`src/rtl/uart_pkg.sv`:
```
// uart_pkg
// Shared definitions for the UART receive and transmit paths.
//   uartState_t : FSM state encoding for the receiver
//   calcDiv()   : clk cycles per oversample tick, rounded to nearest
// Build option: UART_RX_PARITY_EN adds the PARITY state to the encoding.
package uart_pkg;

`ifdef UART_RX_PARITY_EN
    typedef enum logic [2:0] {
        IDLE   = 3'd0,
        START  = 3'd1,
        DATA   = 3'd2,
        PARITY = 3'd3,
        STOP   = 3'd4,
        BREAK  = 3'd5
    } uartState_t;
`else
    typedef enum logic [2:0] {
        IDLE   = 3'd0,
        START  = 3'd1,
        DATA   = 3'd2,
        STOP   = 3'd4,
        BREAK  = 3'd5
    } uartState_t;
`endif

    // Rounded divide so the bit period error stays within half a clk cycle
    // per tick; never returns 0 so the divider always makes progress.
    function automatic int unsigned calcDiv(input int unsigned clkHz,
                                            input int unsigned baud,
                                            input int unsigned oversample);
        logic [63:0] den;
        logic [63:0] quo;
        den = 64'(baud) * 64'(oversample);
        if (den == 64'd0) begin
            return 1;
        end
        quo = (64'(clkHz) + (den >> 1)) / den;
        if (quo == 64'd0) begin
            quo = 64'd1;
        end
        return quo[31:0];
    endfunction

endpackage

```
`src/rtl/uart_rx_fifo_if.sv`:
```
// uart_rx_fifo_if
// Read-side bundle of the UART receiver.
//   rd_en      : consumer pops the head word (ignored while rd_valid=0)
//   rd_data    : head word, first-word-fall-through, 0 while empty
//   rd_valid   : buffer non-empty
//   frame_err  : one-cycle pulse, stop bit sampled low
//   parity_err : one-cycle pulse, parity mismatch
//   overrun    : one-cycle pulse, word dropped because the buffer was full
// Modports: master = receiver side, slave = consumer side.
interface uart_rx_fifo_if #(
    parameter int unsigned DATA_BITS = 8
);
    logic                 rd_en;
    logic [DATA_BITS-1:0] rd_data;
    logic                 rd_valid;
    logic                 frame_err;
    logic                 parity_err;
    logic                 overrun;

    modport master (
        input  rd_en,
        output rd_data,
        output rd_valid,
        output frame_err,
        output parity_err,
        output overrun
    );

    modport slave (
        output rd_en,
        input  rd_data,
        input  rd_valid,
        input  frame_err,
        input  parity_err,
        input  overrun
    );
endinterface

```
`src/rtl/uart_sync_fifo.sv`:
```
// uart_sync_fifo
// Synchronous first-word-fall-through buffer, WIDTH x DEPTH.
//   clk, reset   : clock, asynchronous active-high reset
//   push_i       : write pushData_i (dropped with overrun_o if full and no pop)
//   pushData_i   : word to store
//   pop_i        : remove head word (ignored while empty)
//   popData_o    : head word, 0 while empty
//   valid_o      : buffer non-empty
//   overrun_o    : one-cycle pulse when a push was dropped
module uart_sync_fifo #(
    parameter int unsigned WIDTH = 8,
    parameter int unsigned DEPTH = 4
) (
    input  logic             clk,
    input  logic             reset,
    input  logic             push_i,
    input  logic [WIDTH-1:0] pushData_i,
    input  logic             pop_i,
    output logic [WIDTH-1:0] popData_o,
    output logic             valid_o,
    output logic             overrun_o
);
    localparam int unsigned PTR_W = $clog2(DEPTH);
    localparam int unsigned CNT_W = PTR_W + 1;

    logic [WIDTH-1:0] mem_q [DEPTH];
    logic [PTR_W-1:0] wrPtr_q, wrPtr_d;
    logic [PTR_W-1:0] rdPtr_q, rdPtr_d;
    logic [CNT_W-1:0] count_q, count_d;
    logic             overrun_q, overrun_d;
    logic             empty, full, doPush, doPop;

    assign empty  = (count_q == '0);
    assign full   = (count_q == CNT_W'(DEPTH));
    assign doPop  = pop_i && !empty;
    // A pop in the same cycle frees the slot, so a full buffer still accepts.
    assign doPush = push_i && (!full || doPop);

    // Pointers wrap naturally because DEPTH is a power of two; the count
    // tells full from empty when the pointers coincide.
    always_comb begin
        wrPtr_d   = wrPtr_q;
        rdPtr_d   = rdPtr_q;
        count_d   = count_q;
        overrun_d = push_i && !doPush;
        if (doPush) begin
            wrPtr_d = wrPtr_q + PTR_W'(1);
        end
        if (doPop) begin
            rdPtr_d = rdPtr_q + PTR_W'(1);
        end
        case ({doPush, doPop})
            2'b10:   count_d = count_q + CNT_W'(1);
            2'b01:   count_d = count_q - CNT_W'(1);
            default: count_d = count_q;
        endcase
    end

    // Control state.
    always_ff @(posedge clk or posedge reset) begin
        if (reset) begin
            wrPtr_q   <= '0;
            rdPtr_q   <= '0;
            count_q   <= '0;
            overrun_q <= 1'b0;
        end else begin
            wrPtr_q   <= wrPtr_d;
            rdPtr_q   <= rdPtr_d;
            count_q   <= count_d;
            overrun_q <= overrun_d;
        end
    end

    // Storage needs no reset: the head output is masked while empty.
    always_ff @(posedge clk) begin
        if (doPush) begin
            mem_q[wrPtr_q] <= pushData_i;
        end
    end

    assign popData_o = empty ? '0 : mem_q[rdPtr_q];
    assign valid_o   = !empty;
    assign overrun_o = overrun_q;

endmodule

```
`src/rtl/uart_rx_fifo.sv`:
```
// uart_rx_fifo
// Oversampling UART receiver feeding a small FWFT receive buffer.
//   clk   : system clock
//   reset : asynchronous active-high reset
//   rx    : serial line, idle high, asynchronous to clk
//   rdIf  : read/status bundle (uart_rx_fifo_if.master)
// Build option: UART_RX_PARITY_EN adds a parity bit after the data bits,
// sense chosen by PARITY_ODD (0 = even); without it parity_err is tied 0.
module uart_rx_fifo
    import uart_pkg::*;
#(
    parameter int unsigned CLK_HZ     = 50_000_000,
    parameter int unsigned BAUD       = 9600,
    parameter int unsigned DATA_BITS  = 8,
    parameter int unsigned OVERSAMPLE = 16,
    parameter int unsigned FIFO_DEPTH = 4
`ifdef UART_RX_PARITY_EN
    ,
    parameter bit          PARITY_ODD = 1'b0
`endif
) (
    input  logic           clk,
    input  logic           reset,
    input  logic           rx,
    uart_rx_fifo_if.master rdIf
);
    localparam int unsigned DIV    = calcDiv(CLK_HZ, BAUD, OVERSAMPLE);
    localparam int unsigned DIV_W  = (DIV > 1) ? $clog2(DIV) : 1;
    localparam int unsigned TICK_W = $clog2(OVERSAMPLE);
    localparam int unsigned BIT_W  = $clog2(DATA_BITS);

    logic                 rxMeta_q, rxSync_q, rxPrev_q;
    uartState_t           state_q, state_d;
    logic [DIV_W-1:0]     divCnt_q, divCnt_d;
    logic                 tick;
    logic [TICK_W-1:0]    tickCnt_q, tickCnt_d;
    logic [BIT_W-1:0]     bitCnt_q, bitCnt_d;
    logic [DATA_BITS-1:0] shift_q, shift_d;
    logic                 frameErr_q, frameErr_d;
    logic                 push;
    logic                 parityFailed;

`ifdef UART_RX_PARITY_EN
    logic parityBad_q, parityBad_d;
    logic parityErr_q, parityErr_d;
    logic expectedParity;

    assign expectedParity = (^shift_q) ^ PARITY_ODD;
    assign parityFailed   = parityBad_q;
`else
    assign parityFailed   = 1'b0;
`endif

    // Two-flop synchronizer plus a delayed copy for falling-edge detection;
    // all reset high so a held reset never looks like a start bit.
    always_ff @(posedge clk or posedge reset) begin
        if (reset) begin
            rxMeta_q <= 1'b1;
            rxSync_q <= 1'b1;
            rxPrev_q <= 1'b1;
        end else begin
            rxMeta_q <= rx;
            rxSync_q <= rxMeta_q;
            rxPrev_q <= rxSync_q;
        end
    end

    // The tick divider sits at 0 in IDLE so every frame starts phase-aligned
    // to its own start edge.
    assign tick = (state_q != IDLE) && (divCnt_q == DIV_W'(DIV - 1));

    always_comb begin
        divCnt_d = divCnt_q + DIV_W'(1);
        if ((state_q == IDLE) || tick) begin
            divCnt_d = '0;
        end
    end

    // Receiver state and datapath registers.
    always_ff @(posedge clk or posedge reset) begin
        if (reset) begin
            state_q    <= IDLE;
            divCnt_q   <= '0;
            tickCnt_q  <= '0;
            bitCnt_q   <= '0;
            shift_q    <= '0;
            frameErr_q <= 1'b0;
        end else begin
            state_q    <= state_d;
            divCnt_q   <= divCnt_d;
            tickCnt_q  <= tickCnt_d;
            bitCnt_q   <= bitCnt_d;
            shift_q    <= shift_d;
            frameErr_q <= frameErr_d;
        end
    end

`ifdef UART_RX_PARITY_EN
    always_ff @(posedge clk or posedge reset) begin
        if (reset) begin
            parityBad_q <= 1'b0;
            parityErr_q <= 1'b0;
        end else begin
            parityBad_q <= parityBad_d;
            parityErr_q <= parityErr_d;
        end
    end
`endif

    // Next-state logic. START samples at half a bit to find the bit centre;
    // from then on every OVERSAMPLE ticks lands on the next centre.
    always_comb begin
        state_d    = state_q;
        tickCnt_d  = tickCnt_q;
        bitCnt_d   = bitCnt_q;
        shift_d    = shift_q;
        frameErr_d = 1'b0;
        push       = 1'b0;
`ifdef UART_RX_PARITY_EN
        parityBad_d = parityBad_q;
        parityErr_d = 1'b0;
`endif
        case (state_q)
            IDLE: begin
                tickCnt_d = '0;
                if (rxPrev_q && !rxSync_q) begin
                    state_d = START;
`ifdef UART_RX_PARITY_EN
                    parityBad_d = 1'b0;
`endif
                end
            end
            START: begin
                if (tick) begin
                    if (tickCnt_q == TICK_W'(OVERSAMPLE / 2 - 1)) begin
                        tickCnt_d = '0;
                        bitCnt_d  = '0;
                        // A line back high at mid start bit was a glitch.
                        state_d   = rxSync_q ? IDLE : DATA;
                    end else begin
                        tickCnt_d = tickCnt_q + TICK_W'(1);
                    end
                end
            end
            DATA: begin
                if (tick) begin
                    if (tickCnt_q == TICK_W'(OVERSAMPLE - 1)) begin
                        tickCnt_d = '0;
                        // LSB arrives first, so shift in from the top.
                        shift_d   = {rxSync_q, shift_q[DATA_BITS-1:1]};
                        if (bitCnt_q == BIT_W'(DATA_BITS - 1)) begin
`ifdef UART_RX_PARITY_EN
                            state_d = PARITY;
`else
                            state_d = STOP;
`endif
                        end else begin
                            bitCnt_d = bitCnt_q + BIT_W'(1);
                        end
                    end else begin
                        tickCnt_d = tickCnt_q + TICK_W'(1);
                    end
                end
            end
`ifdef UART_RX_PARITY_EN
            PARITY: begin
                if (tick) begin
                    if (tickCnt_q == TICK_W'(OVERSAMPLE - 1)) begin
                        tickCnt_d   = '0;
                        parityBad_d = rxSync_q ^ expectedParity;
                        parityErr_d = rxSync_q ^ expectedParity;
                        state_d     = STOP;
                    end else begin
                        tickCnt_d = tickCnt_q + TICK_W'(1);
                    end
                end
            end
`endif
            STOP: begin
                if (tick) begin
                    if (tickCnt_q == TICK_W'(OVERSAMPLE - 1)) begin
                        tickCnt_d = '0;
                        // A frame that already flagged parity gets no second
                        // error pulse and is never stored.
                        if (rxSync_q) begin
                            push    = !parityFailed;
                            state_d = IDLE;
                        end else begin
                            frameErr_d = !parityFailed;
                            state_d    = BREAK;
                        end
                    end else begin
                        tickCnt_d = tickCnt_q + TICK_W'(1);
                    end
                end
            end
            BREAK: begin
                // Wait out a held-low line before hunting for a new start edge.
                tickCnt_d = '0;
                if (rxSync_q) begin
                    state_d = IDLE;
                end
            end
            default: begin
                state_d   = IDLE;
                tickCnt_d = '0;
            end
        endcase
    end

    uart_sync_fifo #(
        .WIDTH (DATA_BITS),
        .DEPTH (FIFO_DEPTH)
    ) rxBuffer (
        .clk        (clk),
        .reset      (reset),
        .push_i     (push),
        .pushData_i (shift_q),
        .pop_i      (rdIf.rd_en),
        .popData_o  (rdIf.rd_data),
        .valid_o    (rdIf.rd_valid),
        .overrun_o  (rdIf.overrun)
    );

    assign rdIf.frame_err = frameErr_q;
`ifdef UART_RX_PARITY_EN
    assign rdIf.parity_err = parityErr_q;
`else
    assign rdIf.parity_err = 1'b0;
`endif

endmodule

```
`src/flat_wrapper.sv`:
```
// flat-port wrapper written by rule: the top's interface ports become plain ports
module uart_rx_fifo_flat import uart_pkg::*;
#(
    parameter int unsigned CLK_HZ     = 50_000_000,
    parameter int unsigned BAUD       = 9600,
    parameter int unsigned DATA_BITS  = 8,
    parameter int unsigned OVERSAMPLE = 16,
    parameter int unsigned FIFO_DEPTH = 4

)
  (clk, reset, rx, rdIf_rd_en, rdIf_rd_data, rdIf_rd_valid, rdIf_frame_err, rdIf_parity_err, rdIf_overrun);
  uart_rx_fifo_if #(.DATA_BITS(DATA_BITS)) rdIf_i ();
  input  logic clk;
  input  logic reset;
  input  logic rx;
  input wire logic [$bits(rdIf_i.rd_en)-1:0] rdIf_rd_en;
  output wire logic [$bits(rdIf_i.rd_data)-1:0] rdIf_rd_data;
  output wire logic [$bits(rdIf_i.rd_valid)-1:0] rdIf_rd_valid;
  output wire logic [$bits(rdIf_i.frame_err)-1:0] rdIf_frame_err;
  output wire logic [$bits(rdIf_i.parity_err)-1:0] rdIf_parity_err;
  output wire logic [$bits(rdIf_i.overrun)-1:0] rdIf_overrun;
  assign rdIf_i.rd_en = rdIf_rd_en;
  assign rdIf_rd_data = rdIf_i.rd_data;
  assign rdIf_rd_valid = rdIf_i.rd_valid;
  assign rdIf_frame_err = rdIf_i.frame_err;
  assign rdIf_parity_err = rdIf_i.parity_err;
  assign rdIf_overrun = rdIf_i.overrun;
  uart_rx_fifo #(.CLK_HZ(CLK_HZ), .BAUD(BAUD), .DATA_BITS(DATA_BITS), .OVERSAMPLE(OVERSAMPLE), .FIFO_DEPTH(FIFO_DEPTH)) u_core (.clk(clk), .reset(reset), .rx(rx), .rdIf(rdIf_i));
endmodule
```
`config.mk`:
```
export PLATFORM = sky130hd
export DESIGN_NAME = uart_rx_fifo_flat
export DESIGN_NICKNAME = d
export VERILOG_FILES = /design/src/rtl/uart_pkg.sv /design/src/rtl/uart_rx_fifo_if.sv /design/src/rtl/uart_sync_fifo.sv /design/src/rtl/uart_rx_fifo.sv /design/src/flat_wrapper.sv
export SDC_FILE = /design/constraint.sdc
export NUM_CORES = 1
export LEC_CHECK = 0
export ABC_AREA = 1
export BUFFER_PORTS_ARGS = -buffer_cell sky130_fd_sc_hd__buf_2
export CAP_MARGIN = 20
export CORE_MARGIN = 8
export CORE_UTILIZATION = 35
export CTS_CLUSTER_SIZE = 12
export DETAILED_ROUTE_END_ITERATION = 8
export PLACE_DENSITY_LB_ADDON = 0.05
export SETUP_SLACK_MARGIN = 0.15
export SYNTH_ARGS = -nofsm -noshare
export SYNTH_HDL_FRONTEND = slang
export SYNTH_SLANG_ARGS = --single-unit
```
`constraint.sdc`:
```
create_clock -name clk -period 2.6 [get_ports clk]
set_clock_uncertainty 0.05 [all_clocks]
set_input_delay 0.78 -clock clk [delete_from_list [all_inputs] [get_ports clk]]
set_output_delay 0.78 -clock clk [all_outputs]
set_load 0.01 [all_outputs]
```
# After elaboration in Yosys (flattened, before gate mapping)
# Memory sizes are Yosys's and may differ from the RTL's.
# Index checks and enable logic that the tools add are counted.
# W data, S select, Z words.
word_totals:
  out_inout_bits: 12
  memories: 1
  ff_bits: 39
  ramBits: 32
  input_bits: 4
  elab_cells: 100
mem_list:
  columns: ["name", "depth", "width", "read_ports", "rd_ports_with_merged_regs", "write_ports", "line", "source"]
  rows:
  - ["u_core.rxBuffer.mem_q", 4, 8, 1, 0, 1, "uart_sync_fifo.sv:26", "logic [WIDTH-1:0] mem_q [DEPTH];"]
op_classes:
  addsub: 7
  eq_ne: 22
  n_mux: 36
  n_reduce_logical: 21
ops:
  columns: ["operator", "count"]
  rows:
  - ["$mux W3", 15]
  - ["$ne A2 B1 Y1 const B", 9]
  - ["$mux W4", 4]
  - ["$pmux W3 S5", 1]
  - ["$eq A3 B3 Y1 const B", 4]
  - ["$pmux W3 S2", 2]
  - ["$mux W1", 10]
  - ["$add A9 B1 Y9 const B", 1]
  - ["$eq A9 B9 Y1 const B", 1]
  - ["$mux W9", 1]
  - ["$reduce_and A9 Y1", 1]
  - ["$mux W8", 1]
  - ["$pmux W4 S2", 1]
  - ["$add A3 B1 Y3 const B", 2]
  - ["$logic_not A3 Y1", 2]
  - ["$reduce_and A6 Y1", 1]
  - ["$logic_and A1 B1 Y1", 5]
  - ["$add A2 B1 Y2 const B", 2]
  - ["$add A4 B1 Y4 const B", 1]
  - ["$eq A4 B3 Y1 const B", 1]
  - ["$eq A4 B4 Y1 const B", 1]
  - ["$logic_not A1 Y1", 4]
  - ["$ne A2 B2 Y1 const B", 2]
  - ["$reduce_bool A2 Y1", 2]
  - ["other kinds (11)", 12]

# Logic depth before layout (Yosys ltp)
# Gate-level depths: netlist (run 1).
depth:
  word_depth: 7
  ltp_mapped: 14

# Cells and area by module
# A second synthesis (run 1) with hierarchy kept.
hier_totals:
  cells_unflattened: 386
  hier_area_um2: 3445.8
modules_own_cells:
  columns: ["mod", "cells_each", "area_per_inst_um2", "seq_area_each_um2", "instances"]
  rows:
  - ["uart_sync_fifo", 188, 1861.8, 1161.1, 1]
  - ["uart_rx_fifo", 198, 1584.0, 779.5, 1]

# Worst setup path before layout (run 1)
# Ideal clock, no wire load.
synth_timing:
  path_type: "register -> register"
  from: "register u_core.tickCnt_q[0]"
  to: "register u_core.rxBuffer.count_q[2]"
  path_slack_ns: 0.398
  period_less_slack_ns: 2.202
  n_path_buf: 0
  stages_incl_launch_ff: 14
  arrival_time_ns: 2.036
  setup_time_ns: 0.117
  cell_sequence: "dfrtp_1 ha_1 nand2_1 nor2_1 inv_1 nor2_8 nand2_4 nand2_4 inv_1 fa_1 inv_1 nand3_1 nand3_1 nand2_1"
synth_between:
  elab_chain_cells: 7
  elab_cells_between_ends: 9
synth_lines:
  columns: ["element", "line", "source"]
  rows:
  - ["from (decl)", "uart_rx_fifo.sv:36", "logic [TICK_W-1:0] tickCnt_q, tickCnt_d;"]
  - ["from (signal assigned)", "uart_rx_fifo.sv:91", "tickCnt_q <= tickCnt_d;"]
  - ["$eq A4 B4 Y1 (*)", "uart_rx_fifo.sv:181", "if (tickCnt_q == TICK_W'(OVERSAMPLE - 1)) begin"]
  - ["$mux W1 (*)", "uart_rx_fifo.sv:181", null]
  - ["$mux W1 (*)", "uart_rx_fifo.sv:180", "if (tick) begin"]
  - ["$mux W1 (*)", "uart_rx_fifo.sv:123", "case (state_q)"]
  - ["$logic_and A1 B1 Y1 (*)", "uart_sync_fifo.sv:37", "assign doPush = push_i && (!full || doPop);"]
  - ["$eq A2 B1 Y1 or $eq A2 B2 Y1 (tied branches)", "uart_sync_fifo.sv:52", "case ({doPush, doPop})"]
  - ["$pmux W3 S2 or $reduce_bool A2 Y1 (tied branches)", null, null]
  - ["to (signal assigned)", "uart_sync_fifo.sv:69", "count_q <= count_d;"]
  - ["to (decl)", "uart_sync_fifo.sv:29", "logic [CNT_W-1:0] count_q, count_d;"]
# Mark *: on every way between the ends. The rest lies on a longest branch, timed or not.
# A chain may end at the register's enable or synchronous reset.

# Worst setup path after layout (run 1)
layout_timing:
  from: "register u_core.rxBuffer.count_q[1]"
  to: "output rdIf_rd_data[7]"
layout_between:
  elab_chain_cells: 2
layout_lines:
  columns: ["element", "line", "source"]
  rows:
  - ["$logic_not A3 Y1", "uart_sync_fifo.sv:33", "assign empty = (count_q == '0);"]
  - ["$mux W8", "uart_sync_fifo.sv:81", "assign popData_o = empty ? '0 : mem_q[rdPtr_q];"]
  - ["to (decl)", "flat_wrapper.sv:17", "output wire logic [$bits(rdIf_i.rd_data)-1:0] rdIf_rd_data;"]
# No other way between the ends.

==> results_dict.tcl, run 1 <==
set metrics [dict create \
    r2r_start "u_core.divCnt_q[1]" \
    numCtsBuffers 9 \
    overflow 0 \
    maxCapViolCount 0 \
    instances_no_fill 503 \
    cpLargestDelayFamily "flip-flops" \
    holdWs_ns 0.308 \
    synth.distinct_cells 39 \
    yosys.area.top_type_share 0.288 \
    yosys.area.top_type "edfxtp_1" \
    cts.sinks 71 \
    crit_path_end "rdIf_rd_data[7]" \
    die_w_um 114 \
    required_ns 1.77 \
    fin_tns_setup_ns 0 \
    power_density_nw_per_um2 662 \
    fin_crit_sh 0.897 \
    ir_drop_mv 0.282 \
    cts-hold-fix-buffers 0 \
    syn_nets 350 \
    clk_pin_slew_ns 0.09 \
    slowest_stage "dfrtp_1" \
    startpoint_type "register" \
    crit_type "register to output pin" \
    gp_congestion 0.773 \
    cp_data_arrival_time_ns 1.50 \
    path_depth 5 \
    ys_warn_count 0 \
    via_per_inst 4.53 \
    r2r_slack_ns 0.34 \
    worst-path-buf-inv 2 \
    ys.flop_type "dfrtp_1" \
    synth_fa_ha_area_frac 0.0397 \
    synth_mux_area_frac 0.00300 \
    post_route_cells_drive_above_1_share 0.238 \
    slew_viol_final 0 \
    synth_compound_area_frac 0.0716 \
    hold_viol_final 0 \
    ys_seq_area_frac 0.582 \
    hold_path.class "register to register" \
    first_pass_iters 4 \
    clock_path_buffers 2 \
    r2r-end "u_core.rxBuffer.count_q[2]" \
    initial_core_util 0.361 \
    core-area_um2 9240 \
    placed_cells 484 \
    grt_antenna_before_repair 0 \
    cts_tree "done" \
    clk_latency_ns 0.35 \
    num_io_pins 16 \
    synth-simple-area-share 0.251 \
    max_freq_mhz 429 \
    drtIter0Drc 64 \
    synth_edf_count 32 \
    grt_pass1_wl_um 10700 \
    worst_r2r_path_depth 14 \
    syn_area_per_cell_um2 9.93 \
    cts_max_level 3 \
    rows 35 \
    wire_per_inst_um 12.8 \
    final.min_clock_period_ns 2.33 \
    power_leakage_nw 1.77 \
    cp_cell_sequence "nor2_1 > nand2_2 > clkinvlp_4 > a21oi_2 > buf_2" \
    synth_xor_area_frac 0.00525 \
    end_kind "output pin" \
    filler_cell_count 925 \
    first_global_vias 2179 \
    synth_area_um2 3340 \
    crit_fanout 8 \
    synthTopCellsByArea "edfxtp_1, dfrtp_1, nand2_1" \
    die-area_um2 12900 \
    setup_violations 0 \
    track_usage 0.107 \
    antenna_cells 0 \
    startpoint "u_core.rxBuffer.count_q[1]" \
    synth_top_family_by_area "simple AND/OR/NAND/NOR gates" \
    fin_util 0.417 \
    port_buffers 14 \
    final_nets 383 \
    grt_max_degree 40 \
    syn2layout_area_growth_pct 15.5 \
    rsz0062_at_grt "true" \
    ys_seq_elements 71 \
    status "completed" \
    synth_cells 336 \
    min_path_cells 0 \
    max-slew-margin-rel 0.661 \
    ant_nets 0 \
    cts_root_buf "clkbuf_8" \
    hpwl_um 4460 \
    worst-slew-pin-transition_ns 0.509 \
    fp.dieH_um 114 \
    worst_path_largest_cell_delay_ns 0.40 \
    drt-total-wl_um 6420 \
    num_vias 2278 \
    drc_errors 0 \
    async_flop_share 0.549 \
]
## worst min path at each step
stage	from	endpoint	slack, ns
after CTS	u_core.rxMeta_q	u_core.rxSync_q	0.31
after detailed placement	u_core.rxMeta_q	u_core.rxSync_q	0.30
after floorplan	u_core.rxMeta_q	u_core.rxSync_q	0.30
final	u_core.rxMeta_q	u_core.rxSync_q	0.31
after global placement	u_core.rxMeta_q	u_core.rxSync_q	0.30
after global routing	u_core.rxMeta_q	u_core.rxSync_q	0.31
## layer usage
layer / global-route usage / routed length (um) / up-vias
met5: 0 / 0 / -
met4: 0.0560 / 111 / 0
met3: 0.0238 / 153 / 9
met2: 0.183 / 3100 / 25
met1: 0.121 / 3050 / 1064
li1: - / - / 1180
## worst reg2reg max path, cell delays in order (launching register included)
cell	delay [ns]
dfrtp_1	0.41
inv_1	0.06
ha_1	0.13
nand2_1	0.06
nor2_2	0.19
nand3_4	0.15
nor2_8	0.13
nand2_4	0.07
nand2_4	0.08
inv_1	0.06
fa_1	0.45
inv_1	0.10
nand3_1	0.08
nand3_1	0.08
nand2_1	0.05
## timing repair
action / in CTS / in global routing
gates cloned: 0 / 0
gates resized for setup: 4 / 3
setup endpoints to repair: 8 / 7
setup buffers: 1 / 2
## cells by family (layout without fill, tap and decap cells)
family | count (synthesis) | count (layout)
AND/OR/NAND/NOR | 166 | 166
flip-flops | 71 | 71
AO/OA/AOI/OAI | 45 | 45
buffers and inverters | 40 | 78
adder cells (fa/ha/maj) | 10 | 10
XOR/XNOR | 2 | 2
other | 1 | 1
multiplexers | 1 | 1
## area by class of cell
cell class                 instances  area (um2)  area share
tap                              129         161      0.0419
sequential                        71        1940       0.504
clock inverter                     7        68.8      0.0179
inverter                          34         134      0.0347
timing repair buffer              28         175      0.0454
multi-input combinational        225        1250       0.324
clock buffer                       9         124      0.0321
## flip-flops by register name, indices dropped and copies added (netlist names), 2 cells and up
name and count:
u_core.tickCnt_q 4, u_core.rxBuffer.mem_q 32, u_core.state_q 3, u_core.rxBuffer.count_q 3, u_core.shift_q 8, u_core.divCnt_q 9
u_core.bitCnt_q 3, u_core.rxBuffer.rdPtr_q 2, u_core.rxBuffer.wrPtr_q 2
## synthesized netlist by cell type (2+ instances only)
cell and instances:
nand2_1 55, nand2_4 3, ha_1 9, nor3_1 4, nor3b_1 2, inv_1 26, xor2_1 2, o21ai_1 4
edfxtp_1 32, nand3_2 4, nor2_4 3, o21ai_0 22, nand2_2 8, a21oi_1 14, nand4_1 2, clkbuf_1 3
dfstp_2 3, dfrtp_1 36, nor2_1 52, nand3_1 23, nor2_2 4, inv_2 8
## per-stage QoR
stage / cell area, um2 / power [mW] / setup slack, ns
floorplan: 3340 / 1.63 / 0.398
finish: 3850 / 2.55 / 0.267
detailed placement: 3620 / 1.72 / 0.292
global placement: 3620 / 1.72 / 0.359
global route: 3850 / 2.71 / 0.125
CTS: 3830 / 2.61 / 0.171
## layout by cell type (no fill, tap or decap), types with 3 or more instances in the layout
cell	synthesis	routed
nand2_1	55	54
a21oi_1	14	13
buf_4	1	14
nor3_1	4	4
inv_8	0	3
buf_2	1	14
dfstp_2	3	3
nor2_2	4	5
o21ai_1	4	4
nand2_2	8	9
inv_2	8	7
nor2_4	3	3
nand3_1	23	23
edfxtp_1	32	32
inv_1	26	25
nand2_4	3	3
dfrtp_1	36	35
clkbuf_8	0	9
nor2_1	52	51
inv_6	0	3
ha_1	9	9
nand3_2	4	4
o21ai_0	22	22
## report_power, final
part           internal, mW  switching, mW  leakage [nW]
combinational         0.133          0.293         0.784
sequential             1.21         0.0519         0.889
clock                 0.378          0.489         0.101
total                  1.72          0.834          1.77
No activity file was read; power rests on OpenSTA's default activity.
==> inputs of run 2 (changes only) <==
--- a/config.mk
+++ b/config.mk
@@ -12,7 +12,7 @@
 export CORE_UTILIZATION = 35
 export CTS_CLUSTER_SIZE = 12
 export DETAILED_ROUTE_END_ITERATION = 8
-export PLACE_DENSITY_LB_ADDON = 0.05
+export PLACE_DENSITY = 0.61
 export SETUP_SLACK_MARGIN = 0.15
 export SYNTH_ARGS = -nofsm -noshare
 export SYNTH_HDL_FRONTEND = slang
==> run 2 against run 1 <==
First-iteration DRC count rose by 56%. Combinational power down 1%. Non-clock buffer count did not move. Setup slack got worse by 0.049 ns. Critical endpoint unchanged. Via count increased by 1.0%. Highest routed layer unchanged. Flip-flop and latch count unchanged. Total power up 4.5%. Clock power increased by 14%. Critical path depth did not move. Largest power group unchanged. Worst hold slack improved by 0.0024 ns. Cell area is 0.84% higher.
==> results_dict.tcl, run 2 (synthesized netlist as in run 1, its figures left out) <==
set metrics [dict create \
    overflow 0 \
    initial_core_util 0.361 \
    rsz0062_at_grt "true" \
    post_route_cells_drive_above_1_share 0.230 \
    via_per_inst 4.57 \
    first_global_vias 2171 \
    gp_congestion 0.766 \
    design_power_total_mw 2.67 \
    setup_violations 0 \
    fin_area_um2 3890 \
    cp_data_arrival_time_ns 1.55 \
    ant_nets 0 \
    p_switching_uw 759 \
    cts-hold-fix-buffers 0 \
    crit_type "register to output pin" \
    hold_path.class "register to register" \
    worst-path-buf-inv 2 \
    wl_met3_um 246 \
    wl_met2_um 2980 \
    cts.sinks 71 \
    startpoint_type "register" \
    drtIter0Drc 100 \
    num_vias 2301 \
    grt_pass1_wl_um 10100 \
    clockPowerShare 0.371 \
    end_kind "output pin" \
    status "completed" \
    num_io_pins 16 \
    worst-slew-pin-transition_ns 0.621 \
    maxCapViolCount 0 \
    crit_path_end "rdIf_rd_data[7]" \
    cp_cell_sequence "nor2_1 > nand2_1 > inv_1 > a21oi_1 > buf_2" \
    slew_viol_final 0 \
    rows 35 \
    clk_latency_ns 0.34 \
    ir_drop_mv 0.392 \
    fin_crit_sh 0.916 \
    port_buffers 14 \
    path_depth 5 \
    crit_fanout 8 \
    power_frac_comb 0.157 \
    core-area_um2 9240 \
    die_w_um 114 \
    syn2layout_area_growth_pct 16.5 \
    clk_pin_slew_ns 0.07 \
    required_ns 1.77 \
    final_cell_mix "nand2_1, nor2_1, dfrtp_1" \
    r2r_slack_ns 0.29 \
    place_area_um2 3610 \
    wl_met1_um 2730 \
    p_int_mw 1.91 \
    place_ws_ns 0.166 \
    antenna_cells 0 \
    final_nets 383 \
    grt_antenna_before_repair 0 \
    wire_per_inst_um 12.0 \
    r2r-end "u_core.rxBuffer.count_q[2]" \
    final_common_cell "nand2_1" \
    clock_path_buffers 2 \
    fp.dieH_um 114 \
    drc_errors 0 \
    die-area_um2 12900 \
    slowest_stage "dfrtp_1" \
    worst_slack_ns 0.219 \
    numCtsBuffers 9 \
    hold_viol_final 0 \
    max-slew-margin-rel 0.585 \
    track_usage 0.0982 \
    power_leakage_nw 1.78 \
    cts_max_level 3 \
    worst_path_largest_cell_delay_ns 0.42 \
    fin_tns_setup_ns 0 \
    largest_reg_flops 32 \
    top_register "u_core.rxBuffer.mem_q" \
    grt_max_degree 40 \
    r2r_start "u_core.divCnt_q[1]" \
    cts_tree "done" \
    final.min_clock_period_ns 2.38 \
    drt-total-wl_um 6020 \
    swShare 0.285 \
    instances_no_fill 503 \
    startpoint "u_core.rxBuffer.count_q[0]" \
    cts_root_buf "clkbuf_8" \
    first_pass_iters 4 \
    hpwl_um 4180 \
    max_freq_mhz 420 \
    cpLargestDelayFamily "buffers and inverters" \
    worst_r2r_path_depth 14 \
    seq_power_share 0.472 \
    power_density_nw_per_um2 686 \
    largestRegisters "u_core.rxBuffer.mem_q x32, u_core.divCnt_q x9, u_core.shift_q x8" \
    placed_cells 482 \
    top_layer "met4" \
]
run 2: area by class of cell:
class	count	area [um2]
fillers	901	5350
well taps	129	161
inverters	34	130
repair buffers	28	175
flip-flops and latches	71	1940
clock buffers	10	138
multi-input cells	225	1250
clock inverters	6	92.6
run 2: routing by layer:
layer  GRT usage  vias up
met4      0.0346        0
met1       0.113     1090
met2       0.166       24
li1            -     1177
met5           0        -
met3      0.0343       10
run 2: metrics by stage:
stage | util | hold WS [ns]
3_5_place_dp | 0.391 | 0.304
3_3_place_gp | 0.391 | 0.305
4_1_cts | 0.416 | 0.315
5_1_grt | 0.421 | 0.318
6_report | 0.421 | 0.311
2_1_floorplan | - | 0.295
run 2: power groups by stage:
| stage | Clock, mW | Sequential [mW] | Combinational (mW) |
|---|---|---|---|
| floorplan | 0 | 1.27 | 0.351 |
| global placement | 0 | 1.28 | 0.421 |
| detailed placement | 0 | 1.28 | 0.424 |
| CTS | 1.02 | 1.26 | 0.425 |
| global route | 1.06 | 1.26 | 0.480 |
| finish | 0.989 | 1.26 | 0.420 |
run 2: worst min path at each step:
stage,slack (ns),endpoint,cells past startpoint,startpoint
floorplan,0.30,u_core.rxSync_q,0,u_core.rxMeta_q
global placement,0.31,u_core.rxSync_q,0,u_core.rxMeta_q
detailed placement,0.30,u_core.rxSync_q,0,u_core.rxMeta_q
CTS,0.32,u_core.rxSync_q,0,u_core.rxMeta_q
global route,0.32,u_core.rxSync_q,0,u_core.rxMeta_q
finish,0.31,u_core.rxSync_q,0,u_core.rxMeta_q
run 2: repair_timing:
action	CTS	global route
gates resized for setup	2	2
setup endpoints to repair	8	9
setup buffers	0	5
endpoints found under the hold margin	0	0
pin swaps	0	1
==> inputs of run 3 (changes only) <==
==> constraint.sdc (replaced) <==
create_clock -name clk -period 3 [get_ports clk]
set_clock_uncertainty 0.05 [all_clocks]
set_input_delay 0.9 -clock clk [delete_from_list [all_inputs] [get_ports clk]]
set_output_delay 0.9 -clock clk [all_outputs]
set_load 0.01 [all_outputs]
==> run 3 against run 2 <==
Critical path depth is the same. Largest power group unchanged. Via count down 1.4%. Setup slack gained 0.19 ns. Die area did not move. Critical endpoint is now rdIf_rd_data[2]. Combinational power down 14%. Non-clock buffer count decreased by 12. Final cell count down 2.4%. First-iteration DRC count up 60%.
==> results_dict.tcl, run 3 (synthesized netlist as in run 1, its figures left out) <==
set metrics [dict create \
    status "completed" \
    grt_antenna_before_repair 0 \
    grt_max_degree 40 \
    cts_setup_buffers 0 \
    hold_path.class "register to register" \
    r2r-end "u_core.rxBuffer.count_q[2]" \
    cts_root_buf "clkbuf_8" \
    place_ws_ns 0.510 \
    slew_viol_final 0 \
    fin_tns_setup_ns 0 \
    top_register "u_core.rxBuffer.mem_q" \
    worst_path_largest_cell_delay_ns 0.55 \
    hold_viol_final 0 \
    max-slew-margin-rel 0.583 \
    worst-slew-pin-transition_ns 0.623 \
    p_switching_uw 633 \
    wire_per_inst_um 12.5 \
    drt-total-wl_um 6160 \
    initial_core_util 0.361 \
    min_from "u_core.rxMeta_q" \
    syn2layout_area_growth_pct 11.5 \
    clk_pin_slew_ns 0.07 \
    drtIter0Drc 160 \
    fp.dieH_um 114 \
    fin_area_um2 3720 \
    cp_data_arrival_time_ns 1.64 \
    overflow 0 \
    end_kind "output pin" \
    cts_max_level 3 \
    swShare 0.302 \
    final_common_cell "nand2_1" \
    clock_path_buffers 2 \
    startpoint_type "register" \
    rsz0062_at_grt "false" \
    first_pass_iters 5 \
    drc_errors 0 \
    clockPowerShare 0.306 \
    core-area_um2 9240 \
    maxCapViolCount 0 \
    min_to "u_core.rxSync_q" \
    largestRegisters "u_core.rxBuffer.mem_q x32, u_core.divCnt_q x9, u_core.shift_q x8" \
    hpwl_um 4560 \
    first_global_vias 2260 \
    max_freq_mhz 386 \
    num_io_pins 16 \
    ir_drop_mv 0.319 \
    p_int_mw 1.46 \
    fin_crit_sh 0.865 \
    required_ns 2.05 \
    cpLargestDelayFamily "flip-flops" \
    largest_reg_flops 32 \
    place_area_um2 3560 \
    final_cell_mix "nand2_1, nor2_1, dfrtp_1" \
    cts.sinks 71 \
    worst_r2r_path_depth 14 \
    antenna_cells 0 \
    power_density_nw_per_um2 562 \
    track_usage 0.105 \
    power_frac_comb 0.173 \
    clk_latency_ns 0.34 \
    die-area_um2 12900 \
    post_route_cells_drive_above_1_share 0.193 \
    filler_cell_count 888 \
    crit_type "register to output pin" \
    die_w_um 114 \
    power_leakage_nw 1.69 \
    cts_tree "done" \
    gp_congestion 0.780 \
    crit_fanout 10 \
    setup_violations 0 \
    min_path_cells 0 \
    ant_nets 0 \
    cts-hold-fix-buffers 0 \
    final.min_clock_period_ns 2.59 \
    via_per_inst 4.62 \
    grt_pass1_wl_um 10700 \
    final_nets 371 \
    cp_cell_sequence "inv_1 > nor2_1 > o21ai_0 > a21oi_1 > buf_2" \
    num_vias 2268 \
    rows 35 \
    r2r_slack_ns 0.59 \
    multi_input_area_um2 1240 \
    numCtsBuffers 9 \
    worst-path-buf-inv 2 \
    cts_resized 0 \
    register_area_um2 1940 \
    worst_slack_ns 0.406 \
    path_depth 5 \
    port_buffers 14 \
    design_power_total_mw 2.09 \
    r2r_start "u_core.divCnt_q[1]" \
    seq_power_share 0.521 \
    slowest_stage "dfrtp_1" \
]
==> run 3: cell types whose count changed in the layout (fill, tap and decap cells not counted), moves of 2 or more <==
| cell | delta |
|---|---|
| buf_4 | -12 |
| bufinv_16 | -2 |
| clkbuf_1 | +2 |
| clkinv_2 | +2 |
==> run 3: how the worst max path moves through the flow <==
stage | from | endpoint | slack (ns)
6_report | u_core.rxBuffer.rdPtr_q[1] | rdIf_rd_data[2] | 0.41
5_1_grt | u_core.rxBuffer.rdPtr_q[1] | rdIf_rd_data[0] | 0.24
4_1_cts | u_core.rxBuffer.rdPtr_q[1] | rdIf_rd_data[2] | 0.38
3_5_place_dp | rdIf_rd_en | u_core.rxBuffer.mem_q[2][0] | 0.51
3_3_place_gp | rdIf_rd_en | u_core.rxBuffer.mem_q[1][7] | 0.60
2_1_floorplan | rdIf_rd_en | u_core.rxBuffer.count_q[2] | 0.80
==> run 3: metrics by stage <==
stage / cells / utilization / hold WS [ns]
after floorplan: 336 / - / 0.295
after global placement: 475 / 0.385 / 0.298
after detailed placement: 475 / 0.385 / 0.299
after CTS: 491 / 0.403 / 0.309
after global routing: 491 / 0.403 / 0.312
final: 491 / 0.403 / 0.307
==> run 3: routing by layer <==
layer	routed length [um]	vias to the layer above	GRT usage
met5	0	-	0
met4	61	0	0.0266
met3	310	6	0.0438
met2	3050	26	0.175
met1	2740	1074	0.123
li1	-	1162	-
==> run 3: layout make-up <==
cell class                      count  share of cell area
Multi-Input combinational cell    225               0.333
Clock inverter                      5             0.00941
Inverter                           34              0.0343
Tap cell                          129              0.0434
Sequential cell                    71               0.521
Clock buffer                       11              0.0353
Timing Repair Buffer               16              0.0229
==> run 3: worst register-to-register path, delay by kind of cell (launching register included) <==
| family | cells | cell delay (ns) |
|---|---|---|
| adders and majority gates | 2 | 0.60 |
| DFF | 1 | 0.40 |
| and+or+nand+nor | 9 | 1.03 |
| buffers and inverters | 3 | 0.23 |
==> run 3: power groups by stage <==
stage	clock network, mW	registers (mW)	logic [mW]
floorplan	0	1.10	0.304
detailed placement	0	1.11	0.368
CTS	0.672	1.09	0.369
global placement	0	1.11	0.362
global route	0.713	1.10	0.413
finish	0.641	1.09	0.362
